[config.mk]
export PLATFORM = sky130hd
export DESIGN_NAME = step_pulse_gen_flat
export DESIGN_NICKNAME = d
export VERILOG_FILES = /design/src/rtl/step_pulse_gen_if.sv /design/src/rtl/step_pulse_gen.sv /design/src/flat_wrapper.sv
export SDC_FILE = /design/constraint.sdc
export NUM_CORES = 1
export LEC_CHECK = 0
export ABC_AREA = 1
export CAP_MARGIN = 15
export CORE_MARGIN = 1
export CORE_UTILIZATION = 55
export CTS_CLUSTER_DIAMETER = 120
export DETAILED_ROUTE_END_ITERATION = 10
export PLACE_DENSITY = 0.85
export SLEW_MARGIN = 20
export SYNTH_ARGS = -nofsm -noshare
export SYNTH_HDL_FRONTEND = slang
export SYNTH_SLANG_ARGS = --single-unit
export TNS_END_PERCENT = 1
[constraint.sdc]
create_clock -name raw_clk -period 2.97 [get_ports raw_clk]
set_input_delay 0.4455 -clock raw_clk [delete_from_list [all_inputs] [get_ports raw_clk]]
set_output_delay 0.4455 -clock raw_clk [all_outputs]
set_load 0.03 [all_outputs]
[src/rtl/step_pulse_gen_if.sv]
// Step pulse generator control/status bundle.
// Master drives mode, button and halt; slave returns step and phase info.
interface step_pulse_gen_if;
  logic        manual_mode;
  logic        manual_btn;
  logic        halt;
  logic        step_en;
  logic        phase_valid;
  logic [1:0]  phase;
  logic [15:0] step_cnt;
  logic        btn_level;

  modport master (
    output manual_mode,
    output manual_btn,
    output halt,
    input  step_en,
    input  phase_valid,
    input  phase,
    input  step_cnt,
    input  btn_level
  );

  modport slave (
    input  manual_mode,
    input  manual_btn,
    input  halt,
    output step_en,
    output phase_valid,
    output phase,
    output step_cnt,
    output btn_level
  );
endinterface

[src/rtl/step_pulse_gen.sv]
// Single-clock step generator: interval timer or debounced button
// produces one-cycle step enables followed by four phase strobes.
module step_pulse_gen #(
  parameter logic [31:0] STEP_INTERVAL   = 32'h001AF080,
  parameter logic [31:0] DEBOUNCE_CYCLES = 32'd100000
) (
  input logic             raw_clk,
  input logic             rst,
  step_pulse_gen_if.slave bus
);

  typedef enum logic [2:0] {
    IDLE,
    PH0,
    PH1,
    PH2,
    PH3
  } state_t;

  state_t      state;
  state_t      state_nx;
  logic [1:0]  phase_nx;
  logic        issue;

  logic        b1;
  logic        btn_s;
  logic        lvl;
  logic        lvl_d;
  logic        mode_d;
  logic        pending;
  logic [31:0] db_cnt;
  logic [31:0] int_cnt;
  logic        mode_chg;
  logic        rise;
  logic        run;
  logic        wrap;

  logic        step_q;
  logic        pv_q;
  logic [1:0]  phase_q;
  logic [15:0] cnt_q;

  always_ff @(posedge raw_clk or posedge rst) begin
    if (rst) begin
      b1    <= 1'b0;
      btn_s <= 1'b0;
    end else begin
      b1    <= bus.manual_btn;
      btn_s <= b1;
    end
  end

  // Level only flips after btn_s disagrees for DEBOUNCE_CYCLES straight
  always_ff @(posedge raw_clk or posedge rst) begin
    if (rst) begin
      lvl    <= 1'b0;
      db_cnt <= '0;
    end else if (btn_s == lvl) begin
      db_cnt <= '0;
    end else if (db_cnt == DEBOUNCE_CYCLES - 32'd1) begin
      lvl    <= btn_s;
      db_cnt <= '0;
    end else begin
      db_cnt <= db_cnt + 32'd1;
    end
  end

  assign mode_chg = bus.manual_mode != mode_d;
  assign rise     = bus.manual_mode & lvl & ~lvl_d;
  assign run      = ~bus.manual_mode & ~bus.halt;
  assign wrap     = run && (int_cnt == STEP_INTERVAL - 32'd1);

  always_ff @(posedge raw_clk or posedge rst) begin
    if (rst) begin
      mode_d <= 1'b0;
      lvl_d  <= 1'b0;
    end else begin
      mode_d <= bus.manual_mode;
      lvl_d  <= lvl;
    end
  end

  always_ff @(posedge raw_clk or posedge rst) begin
    if (rst) begin
      int_cnt <= '0;
    end else if (mode_chg) begin
      int_cnt <= '0;
    end else if (run) begin
      int_cnt <= wrap ? 32'd0 : int_cnt + 32'd1;
    end
  end

  // One-deep request latch; a mode switch discards whatever is waiting
  always_ff @(posedge raw_clk or posedge rst) begin
    if (rst) begin
      pending <= 1'b0;
    end else if (mode_chg) begin
      pending <= 1'b0;
    end else if (issue) begin
      pending <= 1'b0;
    end else if (rise || wrap) begin
      pending <= 1'b1;
    end
  end

  always_ff @(posedge raw_clk or posedge rst) begin
    if (rst) begin
      state <= IDLE;
    end else begin
      state <= state_nx;
    end
  end

  always_comb begin
    state_nx = state;
    issue    = 1'b0;
    phase_nx = 2'd0;
    unique case (state)
      IDLE: begin
        if (pending && !bus.halt) begin
          issue    = 1'b1;
          state_nx = PH0;
        end
      end
      PH0:     state_nx = PH1;
      PH1:     state_nx = PH2;
      PH2:     state_nx = PH3;
      PH3:     state_nx = IDLE;
      default: state_nx = IDLE;
    endcase
    unique case (state_nx)
      PH1:     phase_nx = 2'd1;
      PH2:     phase_nx = 2'd2;
      PH3:     phase_nx = 2'd3;
      default: phase_nx = 2'd0;
    endcase
  end

  // Outputs registered from next state so step_en lines up with PH0
  always_ff @(posedge raw_clk or posedge rst) begin
    if (rst) begin
      step_q  <= 1'b0;
      pv_q    <= 1'b0;
      phase_q <= 2'd0;
      cnt_q   <= '0;
    end else begin
      step_q  <= issue;
      pv_q    <= state_nx != IDLE;
      phase_q <= phase_nx;
      cnt_q   <= cnt_q + 16'(issue);
    end
  end

  assign bus.step_en     = step_q;
  assign bus.phase_valid = pv_q;
  assign bus.phase       = phase_q;
  assign bus.step_cnt    = cnt_q;
  assign bus.btn_level   = lvl;

endmodule

[src/flat_wrapper.sv]
// flat-port wrapper written by rule: the top's interface ports become plain ports
module step_pulse_gen_flat 
#(
  parameter logic [31:0] STEP_INTERVAL   = 32'h001AF080,
  parameter logic [31:0] DEBOUNCE_CYCLES = 32'd100000
)
  (raw_clk, rst, bus_manual_mode, bus_manual_btn, bus_halt, bus_step_en, bus_phase_valid, bus_phase, bus_step_cnt, bus_btn_level);
  step_pulse_gen_if bus_i ();
  input logic raw_clk;
  input logic rst;
  input wire logic [$bits(bus_i.manual_mode)-1:0] bus_manual_mode;
  input wire logic [$bits(bus_i.manual_btn)-1:0] bus_manual_btn;
  input wire logic [$bits(bus_i.halt)-1:0] bus_halt;
  output wire logic [$bits(bus_i.step_en)-1:0] bus_step_en;
  output wire logic [$bits(bus_i.phase_valid)-1:0] bus_phase_valid;
  output wire logic [$bits(bus_i.phase)-1:0] bus_phase;
  output wire logic [$bits(bus_i.step_cnt)-1:0] bus_step_cnt;
  output wire logic [$bits(bus_i.btn_level)-1:0] bus_btn_level;
  assign bus_i.manual_mode = bus_manual_mode;
  assign bus_i.manual_btn = bus_manual_btn;
  assign bus_i.halt = bus_halt;
  assign bus_step_en = bus_i.step_en;
  assign bus_phase_valid = bus_i.phase_valid;
  assign bus_phase = bus_i.phase;
  assign bus_step_cnt = bus_i.step_cnt;
  assign bus_btn_level = bus_i.btn_level;
  step_pulse_gen #(.STEP_INTERVAL(STEP_INTERVAL), .DEBOUNCE_CYCLES(DEBOUNCE_CYCLES)) u_core (.raw_clk(raw_clk), .rst(rst), .bus(bus_i));
endmodule
==> reports/qor.csv <==
metric;value;unit
status;finished clean;
CP max stage delay;430;ps
I/O pin cnt;26;
most frequent cells in the layout;197 x nand2_1, 155 x nor2_1, 93 x dfrtp_1, 79 x inv_1, 46 x nand3_1;
clk buf depth;2;
Hold Buf Count CTS;0;
Die Ht;99.27;um
Worst-path clk slew;100;ps
Remaining DRCs;0;
final core occ;0.6352;
post-synthesis adder-cell area fraction;0.009618;
Worst-Skew Late Latency;360;ps
Worst Path Max Fanout;4;
static leakage;2.562;nW
crit share post-route;0.8411;
first-pass GRT wire length;21190;um
Clock Sinks;93;
GRT overflow;0;
die area;9855;um^2
post-synthesis compound-gate area fraction;0.01755;
largest net degree at the start of global routing;49;
via count;4632;
pre-CTS setup slack;100.2;ps
# rows;35;
filler instances;784;
synthesis warning total;0;
simple-gate area share of the yosys netlist;0.3955;
Synth Cell Area;5204;um^2
CTS tree;done;
CTS-repair resized insts;0;
worst path arrival time;2790;ps
port bufs;25;
Post-Synthesis Cells;710;
initial core utilization;0.5659;
Synth cell types;31;
Core Region;9196;um^2
Post-Synth XOR/XNOR Area;0.06227;
1st-iter DRT viols;249;
worst-path cell chain;clkdlybuf4s50_1 > inv_1 > nand2_1 > nor4_1 > ha_1 > ha_1 > nand3_1 > nor3_2 > nand3_1 > nor2_1 > xor2_1;
clock period minus final worst setup slack;2498;ps
Post-Route Setup TNS;0;ps
Max Freq;0.4003;GHz
GRT Overall Usage;0.2683;
Yosys reg bits;93;
Routed WL;11860;um
Slew HR;0.4590;
most common cell after layout, fill and taps aside;nand2_1;
CTS buffer count;9;
Routability Congestion;0.9377;
Critical Path End Type;flip-flop;
startpoint class of the critical path;primary input;
Final WS setup;471.9;ps
ant diodes;0;
nets@finish;753;
RSZ-0062 raised after global routing;false;
required time of the critical path;3260;ps
Slew Viols, Final;0;
multiplexer share of the synthesized area;0;
pwr dens;413.4;nW/um^2
per-cell routed wire length;13.79;um
VDD IR max;0.2941;mV
vias in the first global route;4746;
H-tree depth;3;
share of layout cells above drive strength 1;0.07343;
Post-DRT Antenna Nets;0;
largest family of logic cells by synthesized area;simple AND/OR/NAND/NOR gates;
syn_area_per_cell;7.329;um^2
die width;99.27;um
final setup fails;0;
initial antenna violation count;0;
Synth Net Count;719;
Max-cap violations;0;
Fin. Hold Viols;0;
total iterations of the first detailed-routing run;5;
worst slew pin tran;810.6;ps
clock skew;9.770;ps
Final HPWL DP;8894;um
root buf cell;clkbuf_8;
worst hold-check path type;flip-flop to flip-flop;
via density per instance;5.386;
CP Class;primary input to flip-flop;
post-synthesis sequential area ratio;0.4472;
area delta synth->final;12.26;%
slowest CP cell;clkdlybuf4s50_1;
post-CTS setup buffers;0;
[kinds of logic after synthesis]
kind of cell	Yosys count
buf+inv	88
flops	93
compound gates	16
simple gates	472
fa+ha+maj	4
xor+xnor	37
[synth_stat cells (all sizes together)]
master | instances | share of area
a31oi | 1 | 0.0012
o22ai | 1 | 0.0012
nand3 | 51 | 0.054
a21oi | 3 | 0.0029
nor4 | 1 | 0.0012
or2 | 1 | 0.0012
clkbuf | 2 | 0.0014
xnor2 | 12 | 0.020
a21o | 1 | 0.0014
nor3 | 26 | 0.030
nor3b | 2 | 0.0038
inv | 82 | 0.059
nor2 | 168 | 0.13
nand4 | 20 | 0.024
xor2 | 25 | 0.042
o21ai | 9 | 0.0094
o31ai | 1 | 0.0014
buf | 4 | 0.0072
dfrtp | 93 | 0.45
ha | 4 | 0.0096
nand2 | 203 | 0.15
[path summary, 6_finish.rpt]
kind | slack (ps) | from | depth (start not counted) | endpoint
setup / recovery | 470 | bus_halt | 11 | u_core.bus.step_cnt[12]
setup reg to reg | 580 | u_core.state[2] | 8 | u_core.bus.step_cnt[12]
max in group asynchronous | 1730 | rst | 3 | u_core.bus.step_cnt[0]
min in group asynchronous | 530 | rst | 2 | u_core.bus.step_cnt[13]
hold / removal | 390 | u_core.b1 | 0 | u_core.btn_s
hold reg to reg | 390 | u_core.b1 | 0 | u_core.btn_s
[per-layer routing]
metal,up-vias,track usage,part of all wire
li1,2280,-,-
met1,2176,0.3191,0.43
met2,149,0.4754,0.50
met3,27,0.05411,0.048
met4,0,0.1086,0.027
met5,-,0,0
[critical path: cells and delay by family]
family | cells | cell delay, ps
adder cells (fa/ha/maj) | 2 | 490
buffers and inverters | 2 | 510
AND/OR/NAND/NOR | 6 | 1200
XOR/XNOR | 1 | 150
[power by group]
group | internal [mW] | switching (mW)
clock network | 0.571 | 0.474
logic | 0.0219 | 0.0686
registers | 1.27 | 0.00710
[flip-flops by register name (all words and copies together), names as in the netlist, 2 cells and up]
name                 flops
u_core.bus.step_cnt     16
u_core.db_cnt           32
u_core.bus.phase         2
u_core.int_cnt          32
u_core.state             3
[layout make-up]
class / instances / area, um^2 / area share
clock inverters: 7 / 126.4 / 0.02163
multi-input cells: 529 / 2524 / 0.4320
well taps: 111 / 138.9 / 0.02377
inverters: 82 / 309.0 / 0.05290
clock buffers: 9 / 123.9 / 0.02120
flip-flops and latches: 93 / 2327 / 0.3984
repair buffers: 29 / 292.8 / 0.05012
[per-stage QoR]
step / total power, mW / instances / hold WS, ps / instance area, um^2
global placement: 1.393 / 844 / 332.3 / 5592
global route: 2.500 / 860 / 399.5 / 5842
CTS: 2.431 / 860 / 378.5 / 5842
finish: 2.415 / 860 / 389.2 / 5842
detailed placement: 1.397 / 844 / 356.3 / 5592
floorplan: 1.368 / 710 / 331.2 / 5204
Note: power is estimated with default switching activity, not from simulation.
